$ cat src/rtl/crc_frame_pkg.sv
// Shared types and helpers for the CRC frame serializer and its reference model.
// Latency: n/a (package only).
// Backpressure: n/a.
package crc_frame_pkg;

    typedef enum logic [1:0] {
        IDLE = 2'd0,
        DATA = 2'd1,
        CRC  = 2'd2,
        PRE  = 2'd3
    } state_t;

    localparam logic [7:0] PREAMBLE = 8'hA5;
    localparam int         PRE_W    = 8;

    // One MSB-first CRC step on a register of 'width' bits (2..32), no reflection.
    function automatic logic [31:0] crc_step(
        input logic [31:0] crc,
        input logic        din,
        input logic [31:0] poly,
        input int          width
    );
        logic [31:0] mask;
        logic        fb;
        mask = (width >= 32) ? 32'hFFFF_FFFF : ((32'd1 << width) - 32'd1);
        fb   = crc[5'(width - 1)] ^ din;
        return ((crc << 1) ^ (fb ? poly : 32'd0)) & mask;
    endfunction

endpackage

$ cat src/rtl/crc_lfsr_serial.sv
// Serial MSB-first CRC register with init, enable and freeze controls.
// Latency: value reflects an input bit one clock after it is presented with enable.
// Backpressure: none; freeze holds the value, and init+enable seeds and steps in one edge.
module crc_lfsr_serial
    import crc_frame_pkg::*;
#(
    parameter int             CRC_W    = 16,
    parameter logic [CRC_W-1:0] CRC_POLY = 16'h1021,
    parameter logic [CRC_W-1:0] CRC_INIT = 16'hFFFF
) (
    input  logic             clk,
    input  logic             rstn,
    input  logic             init,
    input  logic             enable,
    input  logic             freeze,
    input  logic             din,
    output logic [CRC_W-1:0] crc
);

    logic [CRC_W-1:0] base;
    logic [CRC_W-1:0] crc_nxt;

    // Step from the init value when seeding and stepping on the same edge.
    always_comb begin
        base    = init ? CRC_INIT : crc;
        crc_nxt = CRC_W'(crc_step(32'(base), din, 32'(CRC_POLY), CRC_W));
    end

    // CRC register: freeze wins over enable so the value stays put while it is shifted out.
    always_ff @(posedge clk or negedge rstn) begin
        if (!rstn) begin
            crc <= '0;
        end else if (enable && !freeze) begin
            crc <= crc_nxt;
        end else if (init) begin
            crc <= CRC_INIT;
        end
    end

endmodule

$ cat src/rtl/crc_frame_serializer.sv
// Latches a payload, shifts it out MSB first while computing its CRC, optionally appends the CRC.
// Latency: start accepted at edge k gives the first valid bit in cycle k+1; done_tick one cycle after the last bit.
// Backpressure: none; start is only sampled in IDLE, busy tells the requester. Option: CRC_FRAME_PREAMBLE_EN adds an 8'hA5 preamble.
module crc_frame_serializer
    import crc_frame_pkg::*;
#(
    parameter int               DATA_W   = 32,
    parameter int               CRC_W    = 16,
    parameter logic [CRC_W-1:0] CRC_POLY = 16'h1021,
    parameter logic [CRC_W-1:0] CRC_INIT = 16'hFFFF
) (
    input  logic              clk,
    input  logic              rstn,
    input  logic              start,
    input  logic              mode,
    input  logic [DATA_W-1:0] payload,
    output logic              busy,
    output logic              serial_valid,
    output logic              serial_out,
    output logic [CRC_W-1:0]  crc_value,
    output logic              done_tick
);

`ifdef CRC_FRAME_PREAMBLE_EN
    localparam int HDR_W = PRE_W;
`else
    localparam int HDR_W = 0;
`endif
    // The shift register holds header+payload, and is reused to shift out the CRC.
    localparam int FRM_W   = DATA_W + HDR_W;
    localparam int SH_W    = (FRM_W > CRC_W) ? FRM_W : CRC_W;
    localparam int MX1     = (DATA_W > CRC_W) ? DATA_W : CRC_W;
    localparam int CNT_MAX = (MX1 > HDR_W) ? MX1 : HDR_W;
    localparam int CNT_W   = $clog2(CNT_MAX + 1);

    state_t            state_q, state_d;
    logic [CNT_W-1:0]  cnt_q, cnt_d;
    logic [SH_W-1:0]   sreg_q, sreg_d;
    logic              mode_q, mode_d;
    logic              busy_d, valid_d, out_d, done_d;
    logic [CRC_W-1:0]  crcv_d;
    logic [SH_W-1:0]   frame_ld, crc_ld;
    logic              lfsr_init, lfsr_en, lfsr_freeze, lfsr_bit;
    logic [CRC_W-1:0]  lfsr_crc;

    crc_lfsr_serial #(
        .CRC_W    (CRC_W),
        .CRC_POLY (CRC_POLY),
        .CRC_INIT (CRC_INIT)
    ) u_lfsr (
        .clk    (clk),
        .rstn   (rstn),
        .init   (lfsr_init),
        .enable (lfsr_en),
        .freeze (lfsr_freeze),
        .din    (lfsr_bit),
        .crc    (lfsr_crc)
    );

    // Next state, shift datapath and registered-output next values.
    always_comb begin
        state_d     = state_q;
        cnt_d       = cnt_q;
        sreg_d      = sreg_q;
        mode_d      = mode_q;
        busy_d      = busy;
        valid_d     = 1'b0;
        out_d       = 1'b0;
        done_d      = 1'b0;
        crcv_d      = crc_value;
        lfsr_init   = 1'b0;
        lfsr_en     = 1'b0;
        lfsr_freeze = 1'b0;
        lfsr_bit    = sreg_q[SH_W-1];
`ifdef CRC_FRAME_PREAMBLE_EN
        frame_ld    = SH_W'({PREAMBLE, payload}) << (SH_W - FRM_W);
`else
        frame_ld    = SH_W'(payload) << (SH_W - FRM_W);
`endif
        crc_ld      = SH_W'(lfsr_crc) << (SH_W - CRC_W);

        case (state_q)
            IDLE: begin
                if (start) begin
                    mode_d    = mode;
                    busy_d    = 1'b1;
                    valid_d   = 1'b1;
                    out_d     = frame_ld[SH_W-1];
                    sreg_d    = frame_ld << 1;
                    cnt_d     = CNT_W'(1);
                    lfsr_init = 1'b1;
                    lfsr_bit  = frame_ld[SH_W-1];
`ifdef CRC_FRAME_PREAMBLE_EN
                    state_d   = PRE;
`else
                    state_d   = DATA;
                    lfsr_en   = 1'b1;
`endif
                end
            end
`ifdef CRC_FRAME_PREAMBLE_EN
            PRE: begin
                valid_d = 1'b1;
                out_d   = sreg_q[SH_W-1];
                sreg_d  = sreg_q << 1;
                if (cnt_q == CNT_W'(PRE_W)) begin
                    state_d = DATA;
                    cnt_d   = CNT_W'(1);
                    lfsr_en = 1'b1;
                end else begin
                    cnt_d   = cnt_q + CNT_W'(1);
                end
            end
`endif
            DATA: begin
                if (cnt_q == CNT_W'(DATA_W)) begin
                    if (mode_q) begin
                        state_d = CRC;
                        valid_d = 1'b1;
                        out_d   = lfsr_crc[CRC_W-1];
                        sreg_d  = crc_ld << 1;
                        cnt_d   = CNT_W'(1);
                    end else begin
                        state_d = IDLE;
                        busy_d  = 1'b0;
                        done_d  = 1'b1;
                        crcv_d  = lfsr_crc;
                    end
                end else begin
                    valid_d = 1'b1;
                    out_d   = sreg_q[SH_W-1];
                    sreg_d  = sreg_q << 1;
                    lfsr_en = 1'b1;
                    cnt_d   = cnt_q + CNT_W'(1);
                end
            end
            CRC: begin
                lfsr_freeze = 1'b1;
                if (cnt_q == CNT_W'(CRC_W)) begin
                    state_d = IDLE;
                    busy_d  = 1'b0;
                    done_d  = 1'b1;
                    crcv_d  = lfsr_crc;
                end else begin
                    valid_d = 1'b1;
                    out_d   = sreg_q[SH_W-1];
                    sreg_d  = sreg_q << 1;
                    cnt_d   = cnt_q + CNT_W'(1);
                end
            end
            default: begin
                state_d = IDLE;
            end
        endcase
    end

    // State and output registers; reset aborts any frame in flight.
    always_ff @(posedge clk or negedge rstn) begin
        if (!rstn) begin
            state_q      <= IDLE;
            cnt_q        <= '0;
            sreg_q       <= '0;
            mode_q       <= 1'b0;
            busy         <= 1'b0;
            serial_valid <= 1'b0;
            serial_out   <= 1'b0;
            done_tick    <= 1'b0;
            crc_value    <= '0;
        end else begin
            state_q      <= state_d;
            cnt_q        <= cnt_d;
            sreg_q       <= sreg_d;
            mode_q       <= mode_d;
            busy         <= busy_d;
            serial_valid <= valid_d;
            serial_out   <= out_d;
            done_tick    <= done_d;
            crc_value    <= crcv_d;
        end
    end

endmodule

$ cat config.mk
export PLATFORM = sky130hd
export DESIGN_NAME = crc_frame_serializer
export DESIGN_NICKNAME = d
export VERILOG_FILES = /design/src/rtl/crc_frame_pkg.sv /design/src/rtl/crc_lfsr_serial.sv /design/src/rtl/crc_frame_serializer.sv
export SDC_FILE = /design/constraint.sdc
export NUM_CORES = 1
export LEC_CHECK = 0
export ABC_AREA = 1
export ABC_CLOCK_PERIOD_IN_PS = 2100
export BUFFER_PORTS_ARGS = -buffer_cell sky130_fd_sc_hd__buf_2
export CORE_UTILIZATION = 55
export CTS_CLUSTER_SIZE = 20
export DETAILED_ROUTE_END_ITERATION = 6
export PLACE_DENSITY = 0.77
export SYNTH_ARGS = -nofsm -noshare
export SYNTH_HDL_FRONTEND = slang
export SYNTH_HIERARCHICAL = 1
export SYNTH_SLANG_ARGS = --single-unit
$ cat constraint.sdc
create_clock -name clk -period 2.1 [get_ports clk]
set_clock_uncertainty 0.2 [all_clocks]
set_input_delay 0.315 -clock clk [delete_from_list [all_inputs] [get_ports clk]]
set_output_delay 0.315 -clock clk [all_outputs]
set_load 0.02 [all_outputs]
==> results of run 1 <==
==> cell usage after synthesis, types with 6 or more instances <==
master | count | area (µm²)
nand2_2 | 7 | 43.79
dfrtp_1 | 76 | 1902
nand4_1 | 12 | 75.07
nand2_1 | 249 | 934.7
ha_1 | 6 | 75.07
nor2_1 | 12 | 45.04
inv_1 | 23 | 86.33
nand3_1 | 48 | 240.2
buf_6 | 7 | 78.83
or2_2 | 6 | 37.54
o21ai_0 | 23 | 115.1
clkbuf_1 | 8 | 30.03
o21a_1 | 11 | 82.58
buf_2 | 8 | 40.04
==> layout make-up <==
type,count,area share [%]
Clock inverter,6,1.785
Tap cell,99,2.525
Inverter,28,2.142
Timing Repair Buffer,85,12.88
Multi-Input combinational cell,405,39.10
Sequential cell,76,38.77
Clock buffer,10,2.805
==> worst max path at each step <==
stage / start / end / slack (ns) / cells past startpoint
2_1_floorplan: cnt_q[0] / crc_value[11] / 0.26 / 10
3_3_place_gp: cnt_q[1] / crc_value[7] / 0.10 / 8
3_5_place_dp: cnt_q[1] / crc_value[13] / -0.05 / 10
4_1_cts: state_q[0] / u_lfsr/crc[12] / 0.02 / 10
5_1_grt: state_q[0] / u_lfsr/crc[5] / -0.003 / 11
6_report: state_q[0] / u_lfsr/crc[12] / 0.10 / 10
==> stage by stage <==
| stage | hold slack, ns | setup TNS [ns] | area, µm² |
|---|---|---|---|
| global route | 0.05318 | -0.004954 | 4906 |
| detailed placement | 0.1802 | -0.1461 | 4527 |
| global placement | 0.1820 | 0 | 4527 |
| finish | 0.03993 | 0 | 4906 |
| floorplan | -0.1806 | 0 | 4093 |
| CTS | 0.03833 | 0 | 4780 |
==> logic make-up after synthesis <==
logic type	Yosys count	share of synthesized area, %
AO/OA/AOI/OAI	51	7.551
XOR/XNOR	3	0.6421
adder cells (fa/ha/maj)	6	1.834
buffers and inverters	57	7.215
flip-flops	76	46.47
AND/OR/NAND/NOR	345	36.29
==> sequential cells by signal, summed over array words and instances, names as in the netlist <==
signal        count
cnt_q             6
mode_q            1
state_q           2
done_tick         1
busy              1
crc_value        16
u_lfsr/crc       16
serial_valid      1
serial_out        1
sreg_q           31
==> critical path: stages, from the launching register on <==
cell and delay [ns]:
dfrtp_1 0.39, inv_1 0.07, ha_1 0.21, nand2_1 0.12
inv_1 0.13, buf_12 0.18, or2_1 0.27, o21ai_1 0.16
nand2_1 0.07, nand2_1 0.06, inv_1 0.04
==> power by group through the flow <==
stage | registers [µW] | logic (µW) | clock network [µW]
3_3_place_gp | 2630 | 4510 | 0
5_1_grt | 2720 | 5580 | 1320
6_report | 2640 | 4960 | 1240
4_1_cts | 2630 | 4720 | 1260
3_5_place_dp | 2660 | 4660 | 0
2_1_floorplan | 2770 | 3320 | 0
==> metal layers <==
layer  global-route usage (%)  wire length, µm  share of wire, %
met2                    41.33             4575                50
met1                    32.44             4142                45
met5                        0                0                 0
met4                    8.504              119               1.3
met3                    3.825              376               4.1
==> what timing repair did <==
action | in CTS | in global routing
endpoints found under the hold margin | 77 | 0
gates resized for setup | 1 | 7
pin swaps | 0 | 2
hold buffers | 2 | 0
gates cloned | 0 | 2
setup buffers | 0 | 6
setup endpoints to repair | 12 | 47
==> flow_summary_export.csv, run 1 <==
group,metric,value,unit
synth,synth_enable_flop_cells,0,
place,dp_slack,-0.04769,ns
cells_and_area,fillers,637,
power,power_leakage,0.002602,µW
cts,clk_path_buf_depth,2,
run,cap_violations,0,
setup_path,critPathLaunchType,"register",
sta,finalSetupViolCount,0,
sta,worst_pin_slew,0.4084,ns
floorplanning,die-width,88.26,µm
floorplanning,row_count,31,
route,via_per_inst,5.178,
floorplanning,core_area,7214,µm²
power,sw_frac_of_total,46.12,%
global_route,grt_max_degree,77,
synth,ys.warnings.count,6,
synth,seq_area_frac_synth,46.47,%
global_route,grt_remaining_overflow,0,
cells_and_area,final_common_cell,"nand2_1",
cts,cts_buffers,9,
worst_hold_path,holdCritPathClass,"input pin to register",
cts,htreeDepth,3,
setup_path,rrSetupSlack,0.10,ns
cells_and_area,area_growth,19.87,%
setup_path,critPathMaxFanout,20,
power,p_sw,4079,µW
cells_and_area,multi_input_area,1918,µm²
synth,synth_cells,538,
route,drt_iter0_markers,173,
worst_hold_path,hold-path-cell-count,3,
sta,hold_viol,0,
cts,cts_root_buf,"clkbuf_8",
route,drc,0,
power,p_comb_share,56.1,%
power,ir_drop,0.8905,mV
floorplanning,dieHeight,88.26,µm
sta,clock.fmax,0.5002,GHz
setup_path,path_class,"register to register",
place,hpwl,6100,µm
cells_and_area,seqCellArea,1902,µm²
setup_path,ff2ff_path_depth,10,
cells_and_area,fin_cells,709,
floorplanning,io_pins,56,
route,dr.pass1.iters,5,
setup_path,r2r_start,"state_q[0]",
global_route,grtUsageTotal,24.56,%
synth,synthArstFlopShare,100.0,%
route,vias,3671,
cts,clk_pin_slew,0.08,ns
setup_path,r2r-end,"u_lfsr/crc[12]",
cells_and_area,mostFrequentLayoutCells,"nand2_1, dfrtp_1, buf_2",
place,dp.cells,683,
synth,synth_nets,580,
floorplanning,initial_utilization,56.73,%
synth,ys_types,31,
place,gp_congestion,0.8536,
sta,slew_headroom,72.77,%
global_route,grt_pass1_vias,3311,
global_route,grt_pass1_wl,14770,µm
cells_and_area,drive_gt1_share,21.97,%
sta,fin_ws,0.1008,ns
setup_path,endpoint_kind,"register",
cells_and_area,nNetsFinal,647,
synth,synth_flop_cell,"dfrtp_1",
cts,clk_latency,0.34,ns
global_route,grt_antenna_before_repair,0,
synth,synth_area,4093,µm²
power,pwr-share-seq,29.9,%
power,clkPwrFrac,14.0,%
route,wl,9213,µm
route,ant_nets,0,
sta,fin_crit,1.999,ns
synth,syn-mean-instance-area,7.607,µm²
worst_hold_path,worstHoldStart,"payload[0]",
setup_path,critPathArrivalTime,2.04,ns
cells_and_area,utilization,68.00,%
sta,min_period_over_period,95.20,%
power,power.internal,4764,µW
cts,cts.sinks,76,
route,wire_per_inst,12.99,µm
synth,synth_seq_cells,76,
worst_hold_path,hold_end,"sreg_q[1]",
place,port_buffers,55,
floorplanning,die_area,7790,µm²
status,status,"finished, final reports clean",
cts,cts_tree,"yes",
setup_path,worstPathRequired,2.14,ns
power,pwr_density_cell,1802,nW/µm²
power,power.total,8843,µW
sta,maxSlewViolCount,0,
cells_and_area,n_antenna_cell,0,
No activity file was read; power rests on OpenSTA's default activity.
==> run 2, diff against run 1 <==
--- a/config.mk
+++ b/config.mk
@@ -6,11 +6,12 @@
 export NUM_CORES = 1
 export LEC_CHECK = 0
 export ABC_AREA = 1
-export ABC_CLOCK_PERIOD_IN_PS = 2100
+export ABC_CLOCK_PERIOD_IN_PS = 2500
 export BUFFER_PORTS_ARGS = -buffer_cell sky130_fd_sc_hd__buf_2
 export CORE_UTILIZATION = 55
 export CTS_CLUSTER_SIZE = 20
 export DETAILED_ROUTE_END_ITERATION = 6
+export GPL_ROUTABILITY_DRIVEN = 0
 export PLACE_DENSITY = 0.77
 export SYNTH_ARGS = -nofsm -noshare
 export SYNTH_HDL_FRONTEND = slang
==> constraint.sdc (replaced) <==
create_clock -name clk -period 2.5 [get_ports clk]
set_clock_uncertainty 0.2 [all_clocks]
set_input_delay 0.375 -clock clk [delete_from_list [all_inputs] [get_ports clk]]
set_output_delay 0.375 -clock clk [all_outputs]
set_load 0.02 [all_outputs]
==> flow_summary_export.csv, run 2 (same netlist as run 1, synthesis figures left out) <==
group,metric,value,unit
cells_and_area,fin_cells,689,
power,p_sw,3325,µW
cells_and_area,area_growth,12.87,%
place,dp_slack,0.1228,ns
floorplanning,die-width,88.26,µm
setup_path,critPathArrivalTime,2.31,ns
cells_and_area,drive_gt1_share,18.81,%
sta,fin_setup_tns,0,ns
route,vias,3591,
power,clkPwrFrac,14.3,%
global_route,grtUsageTotal,24.76,%
sta,worst_pin_slew,0.4668,ns
cells_and_area,top_register,"sreg_q",
route,via_per_inst,5.212,
cells_and_area,fillers,682,
route,wire_per_inst,12.59,µm
global_route,grt_antenna_before_repair,0,
cts,clk_pin_slew,0.08,ns
floorplanning,dieHeight,88.26,µm
cells_and_area,largest_reg_flops,31,
setup_path,critPathLaunchType,"register",
sta,hold_viol,0,
sta,clock.fmax,0.4532,GHz
sta,maxSlewViolCount,0,
setup_path,critPathMaxFanout,21,
power,pwr_density_cell,1485,nW/µm²
sta,min_period_over_period,88.26,%
cells_and_area,mostFrequentLayoutCells,"nand2_1, dfrtp_1, buf_2",
power,pwr-share-seq,32.4,%
floorplanning,die_area,7790,µm²
worst_hold_path,holdCritPathClass,"input pin to register",
sta,fin_ws,0.2934,ns
setup_path,critical_path.startpoint,"cnt_q[0]",
power,sw_frac_of_total,48.48,%
cells_and_area,final_common_cell,"nand2_1",
global_route,grt_pass1_wl,14890,µm
setup_path,endpoint_kind,"register",
power,ir_drop,0.5830,mV
power,power_leakage,0.002467,µW
route,wl,8675,µm
route,drc,0,
place,port_buffers,55,
place,dp.cells,672,
sta,rsz0062_at_grt,"false",
sta,fin_crit,2.207,ns
status,status,"finished, final reports clean",
setup_path,r2r-end,"crc_value[14]",
cts,cts_tree,"yes",
run,cap_violations,0,
route,dr.pass1.iters,5,
global_route,grt_remaining_overflow,0,
place,hpwl,5975,µm
cts,postCtsSetupRepairBufs,0,
sta,slew_headroom,68.80,%
cts,clk_latency,0.36,ns
cts,cts.sinks,76,
route,drt_iter0_markers,153,
power,power.internal,3534,µW
cts,cts_root_buf,"clkbuf_8",
setup_path,worstPathRequired,2.60,ns
cts,htreeDepth,3,
floorplanning,core_area,7214,µm²
cells_and_area,nNetsFinal,627,
cells_and_area,top_regs,"sreg_q (31), crc_value (16), u_lfsr/crc (16)",
setup_path,r2r_start,"cnt_q[0]",
power,p_comb_share,53.3,%
global_route,grt_max_degree,77,
cts,cts_buffers,9,
sta,finalSetupViolCount,0,
floorplanning,row_count,31,
setup_path,crit_end,"crc_value[14]",
setup_path,ff2ff_path_depth,10,
setup_path,rrSetupSlack,0.29,ns
floorplanning,initial_utilization,56.73,%
route,ant_nets,0,
cells_and_area,n_antenna_cell,0,
floorplanning,io_pins,56,
setup_path,path_class,"register to register",
global_route,grt_pass1_vias,3327,
cts,clk_path_buf_depth,2,
## run 2: changes by cell type in the layout (fill, tap and decap cells not counted), sizes merged
| cell | before | now |
|---|---|---|
| dlygate4sd3 | 2 | 1 |
| clkinvlp | 3 | 0 |
| clkinv | 1 | 3 |
| clkbuf | 12 | 10 |
| bufinv | 2 | 1 |
| inv | 28 | 30 |
| buf | 81 | 64 |
## run 2: worst min-delay path by stage
stage                     from            to  cells past startpoint
final                     mode        mode_q                      3
after global placement    rstn  serial_valid                      2
after detailed placement  rstn  crc_value[5]                      2
after floorplan           rstn          busy                      0
after CTS                 mode        mode_q                      3
after global routing      mode        mode_q                      3
## run 2: repair_timing
action,4_1_cts,5_1_grt
setup endpoints to repair,0,12
resized for setup,0,1
endpoints found under the hold margin,76,0
hold buffers,1,0
## run 2: worst max-delay path, stage by stage (launching register included)
cell,delay [ns]
dfrtp_1,0.44
inv_1,0.10
ha_1,0.24
nand2_2,0.09
nor2_4,0.15
nand3_1,0.09
nand2_1,0.19
nand3_4,0.25
inv_2,0.25
nand2_1,0.08
nand2_1,0.07
## run 2: power by group through the flow
stage | Clock, µW | Combinational (µW) | Sequential (µW)
6_report | 982 | 3650 | 2220
2_1_floorplan | 0 | 2790 | 2330
3_3_place_gp | 0 | 3520 | 2220
5_1_grt | 1050 | 4180 | 2290
3_5_place_dp | 0 | 3660 | 2230
4_1_cts | 1000 | 3670 | 2220
## run 2: final cells by class
cell class              count  area (µm²)  area share, %
clock inverters             6       70.07          1.517
multi-input cells         405        1903          41.20
inverters                  28       105.1          2.275
repair buffers             65       377.9          8.180
clock buffers              10       137.6          2.979
flip-flops and latches     76        1902          41.17
well taps                  99       123.9          2.681
## run 2: layer usage
layer | track usage, % | routed length, µm | vias up
met4 | 9.238 | 122 | 0
met3 | 5.224 | 444 | 12
li1 | - | - | 1809
met2 | 40.70 | 4118 | 111
met5 | 0 | 0 | -
met1 | 32.35 | 3990 | 1659
## run 2: per-stage QoR
stage / util, % / cell area (µm²) / power, µW / hold WS (ns)
after floorplan: - / 4093 / 5121 / -0.1206
after global placement: 60.91 / 4394 / 5740 / 0.2426
after detailed placement: 60.91 / 4394 / 5899 / 0.2429
after CTS: 63.93 / 4612 / 6888 / 0.06257
after global routing: 64.03 / 4619 / 7521 / 0.07605
final: 64.03 / 4619 / 6858 / 0.07162
==> run 3, diff against run 2 <==
--- a/config.mk
+++ b/config.mk
@@ -8,11 +8,11 @@
 export ABC_AREA = 1
 export ABC_CLOCK_PERIOD_IN_PS = 2500
 export BUFFER_PORTS_ARGS = -buffer_cell sky130_fd_sc_hd__buf_2
-export CORE_UTILIZATION = 55
+export CORE_MARGIN = 1
+export CORE_UTILIZATION = 40
 export CTS_CLUSTER_SIZE = 20
 export DETAILED_ROUTE_END_ITERATION = 6
 export GPL_ROUTABILITY_DRIVEN = 0
-export PLACE_DENSITY = 0.77
 export SYNTH_ARGS = -nofsm -noshare
 export SYNTH_HDL_FRONTEND = slang
 export SYNTH_HIERARCHICAL = 1
==> flow_summary_export.csv, run 3 (same netlist as run 1, synthesis figures left out) <==
group,metric,value,unit
worst_hold_path,hold-path-cell-count,3,
status,status,"finished, final reports clean",
place,port_buffers,55,
floorplanning,io_pins,56,
route,drc,0,
global_route,grt_pass1_vias,3129,
place,hpwl,6439,µm
sta,hold_viol,0,
cts,cts_buffers,9,
cts,ctsResizeCount,0,
route,vias,3515,
sta,fin_crit,2.219,ns
sta,fin_setup_tns,0,ns
sta,slew_headroom,64.51,%
setup_path,worstPathRequired,2.55,ns
route,drt_iter0_markers,164,
setup_path,crit_top_cell,"nand2_1",
cells_and_area,final_common_cell,"nand2_1",
cts,postCtsSetupRepairBufs,0,
setup_path,critPathMaxStageDelay,0.44,ns
global_route,grtUsageMet3,3.254,%
global_route,met2_usage,29.38,%
global_route,grtUsageTotal,19.11,%
sta,timing.hold.ws,0.03809,ns
cells_and_area,seqCellArea,1902,µm²
sta,clock.fmax,0.4506,GHz
cts,cts.sinks,76,
floorplanning,die-width,103.2,µm
power,power.internal,3540,µW
sta,finalSetupViolCount,0,
floorplanning,initial_utilization,41.49,%
cells_and_area,nNetsFinal,628,
power,pwr-share-seq,32.4,%
power,ir_drop,0.5372,mV
global_route,grt.met1_usage,26.76,%
floorplanning,core_area,9864,µm²
setup_path,path_cells,"inv_1 > ha_1 > nand2_2 > nor2_4 > nand3_1 > nand2_1 > nand3_2 > buf_4 > nand2_1 > nand2_1",
global_route,grt_pass1_wl,15440,µm
cts,ctsHoldBuffers,1,
floorplanning,dieHeight,103.2,µm
cts,clk_path_buf_depth,2,
cells_and_area,multi_input_area,1896,µm²
power,sw_frac_of_total,48.60,%
power,power_leakage,0.002467,µW
setup_path,crit_end,"crc_value[3]",
setup_path,critPathArrivalTime,2.27,ns
global_route,grt_max_degree,40,
setup_path,ff2ff_path_depth,10,
sta,rsz0062_at_grt,"false",
setup_path,critPathMaxFanout,14,
cts,cts_root_buf,"clkbuf_8",
cells_and_area,top_regs,"sreg_q (31), crc_value (16), u_lfsr/crc (16)",
power,power.total,6888,µW
setup_path,critical_path.startpoint,"cnt_q[0]",
setup_path,crit_slowest_cell,"dfrtp_1",
cells_and_area,drive_gt1_share,18.78,%
route,ant_nets,0,
cts,clk_pin_slew,0.08,ns
power,pwr_density_cell,1477,nW/µm²
cells_and_area,area_growth,13.91,%
cts,cts_tree,"yes",
cells_and_area,n_antenna_cell,0,
power,clkPwrFrac,13.6,%
global_route,grt_remaining_overflow,0,
setup_path,path_delay_family,"simple AND/OR/NAND/NOR gates",
setup_path,r2r-end,"crc_value[3]",
floorplanning,row_count,36,
setup_path,endpoint_kind,"register",
power,p_comb_share,54.0,%
setup_path,path_class,"register to register",
place,dp_slack,0.2948,ns
route,wl,9316,µm
sta,worst_pin_slew,0.5323,ns
power,p_sw,3347,µW
setup_path,r2r_start,"cnt_q[0]",
setup_path,rrSetupSlack,0.28,ns
route,via_per_inst,4.855,
floorplanning,die_area,10640,µm²
route,wire_per_inst,12.87,µm
cells_and_area,fillers,1011,
sta,min_period_over_period,88.76,%
cts,htreeDepth,3,
sta,fin_ws,0.2809,ns
global_route,grt_antenna_before_repair,0,
route,dr.pass1.iters,5,
cells_and_area,mostFrequentLayoutCells,"nand2_1, dfrtp_1, buf_2",
cts,clk_latency,0.36,ns
sta,maxSlewViolCount,0,
cells_and_area,largest_reg_flops,31,
setup_path,cp_num_buf_inv,2,
worst_hold_path,holdCritPathClass,"input pin to register",
global_route,grt-busiest-layer,"met2",
setup_path,critPathLaunchType,"register",
setup_path,path_depth,10,
cells_and_area,top_register,"sreg_q",
run,cap_violations,0,
[run 3: cell types whose count changed in the layout (fill, tap and decap cells not counted)]
| cell | previous run | this run |
|---|---|---|
| clkinvlp_4 | 0 | 1 |
| buf_4 | 7 | 8 |
| clkbuf_8 | 10 | 9 |
| buf_2 | 55 | 54 |
| nand3_4 | 2 | 1 |
| inv_6 | 2 | 0 |
| clkinv_2 | 1 | 2 |
| nand3_2 | 0 | 1 |
| clkbuf_1 | 0 | 1 |
| buf_12 | 2 | 3 |
[run 3: area by class of cell]
class | count | area share [%]
tap | 133 | 3.570
clock buffer | 10 | 2.738
sequential | 76 | 40.79
multi-input combinational | 405 | 40.66
inverter | 28 | 2.254
timing repair buffer | 66 | 8.588
clock inverter | 6 | 1.396
[run 3: worst min-delay path by stage]
| stage | end | start |
|---|---|---|
| floorplan | busy | rstn |
| global placement | serial_valid | rstn |
| detailed placement | serial_valid | rstn |
| CTS | mode_q | mode |
| global route | mode_q | mode |
| finish | mode_q | mode |
[run 3: routing by layer]
layer	wire (µm)	vias up
met3	380	12
met4	193	0
met1	4578	1612
met5	0	-
met2	4163	86
li1	-	1805
[run 3: power by group through the flow]
stage / clock network (µW) / registers (µW) / logic [µW]
after floorplan: 0 / 2330 / 2790
after global placement: 0 / 2240 / 3700
after detailed placement: 0 / 2250 / 3750
after CTS: 980 / 2230 / 3760
after global routing: 1020 / 2300 / 4280
final: 939 / 2230 / 3720
[run 3: through the flow]
| step | area (µm²) | utilization [%] | std cells |
|---|---|---|---|
| after floorplan | 4093 | - | 538 |
| after global placement | 4459 | 45.21 | 707 |
| after detailed placement | 4459 | 45.21 | 707 |
| after CTS | 4662 | 47.26 | 724 |
| after global routing | 4662 | 47.26 | 724 |
| final | 4662 | 47.26 | 724 |
[run 3: worst min-delay path, stage by stage]
cell and delay, ns:
buf_2 0.08, nand2_1 0.04, o21ai_0 0.05
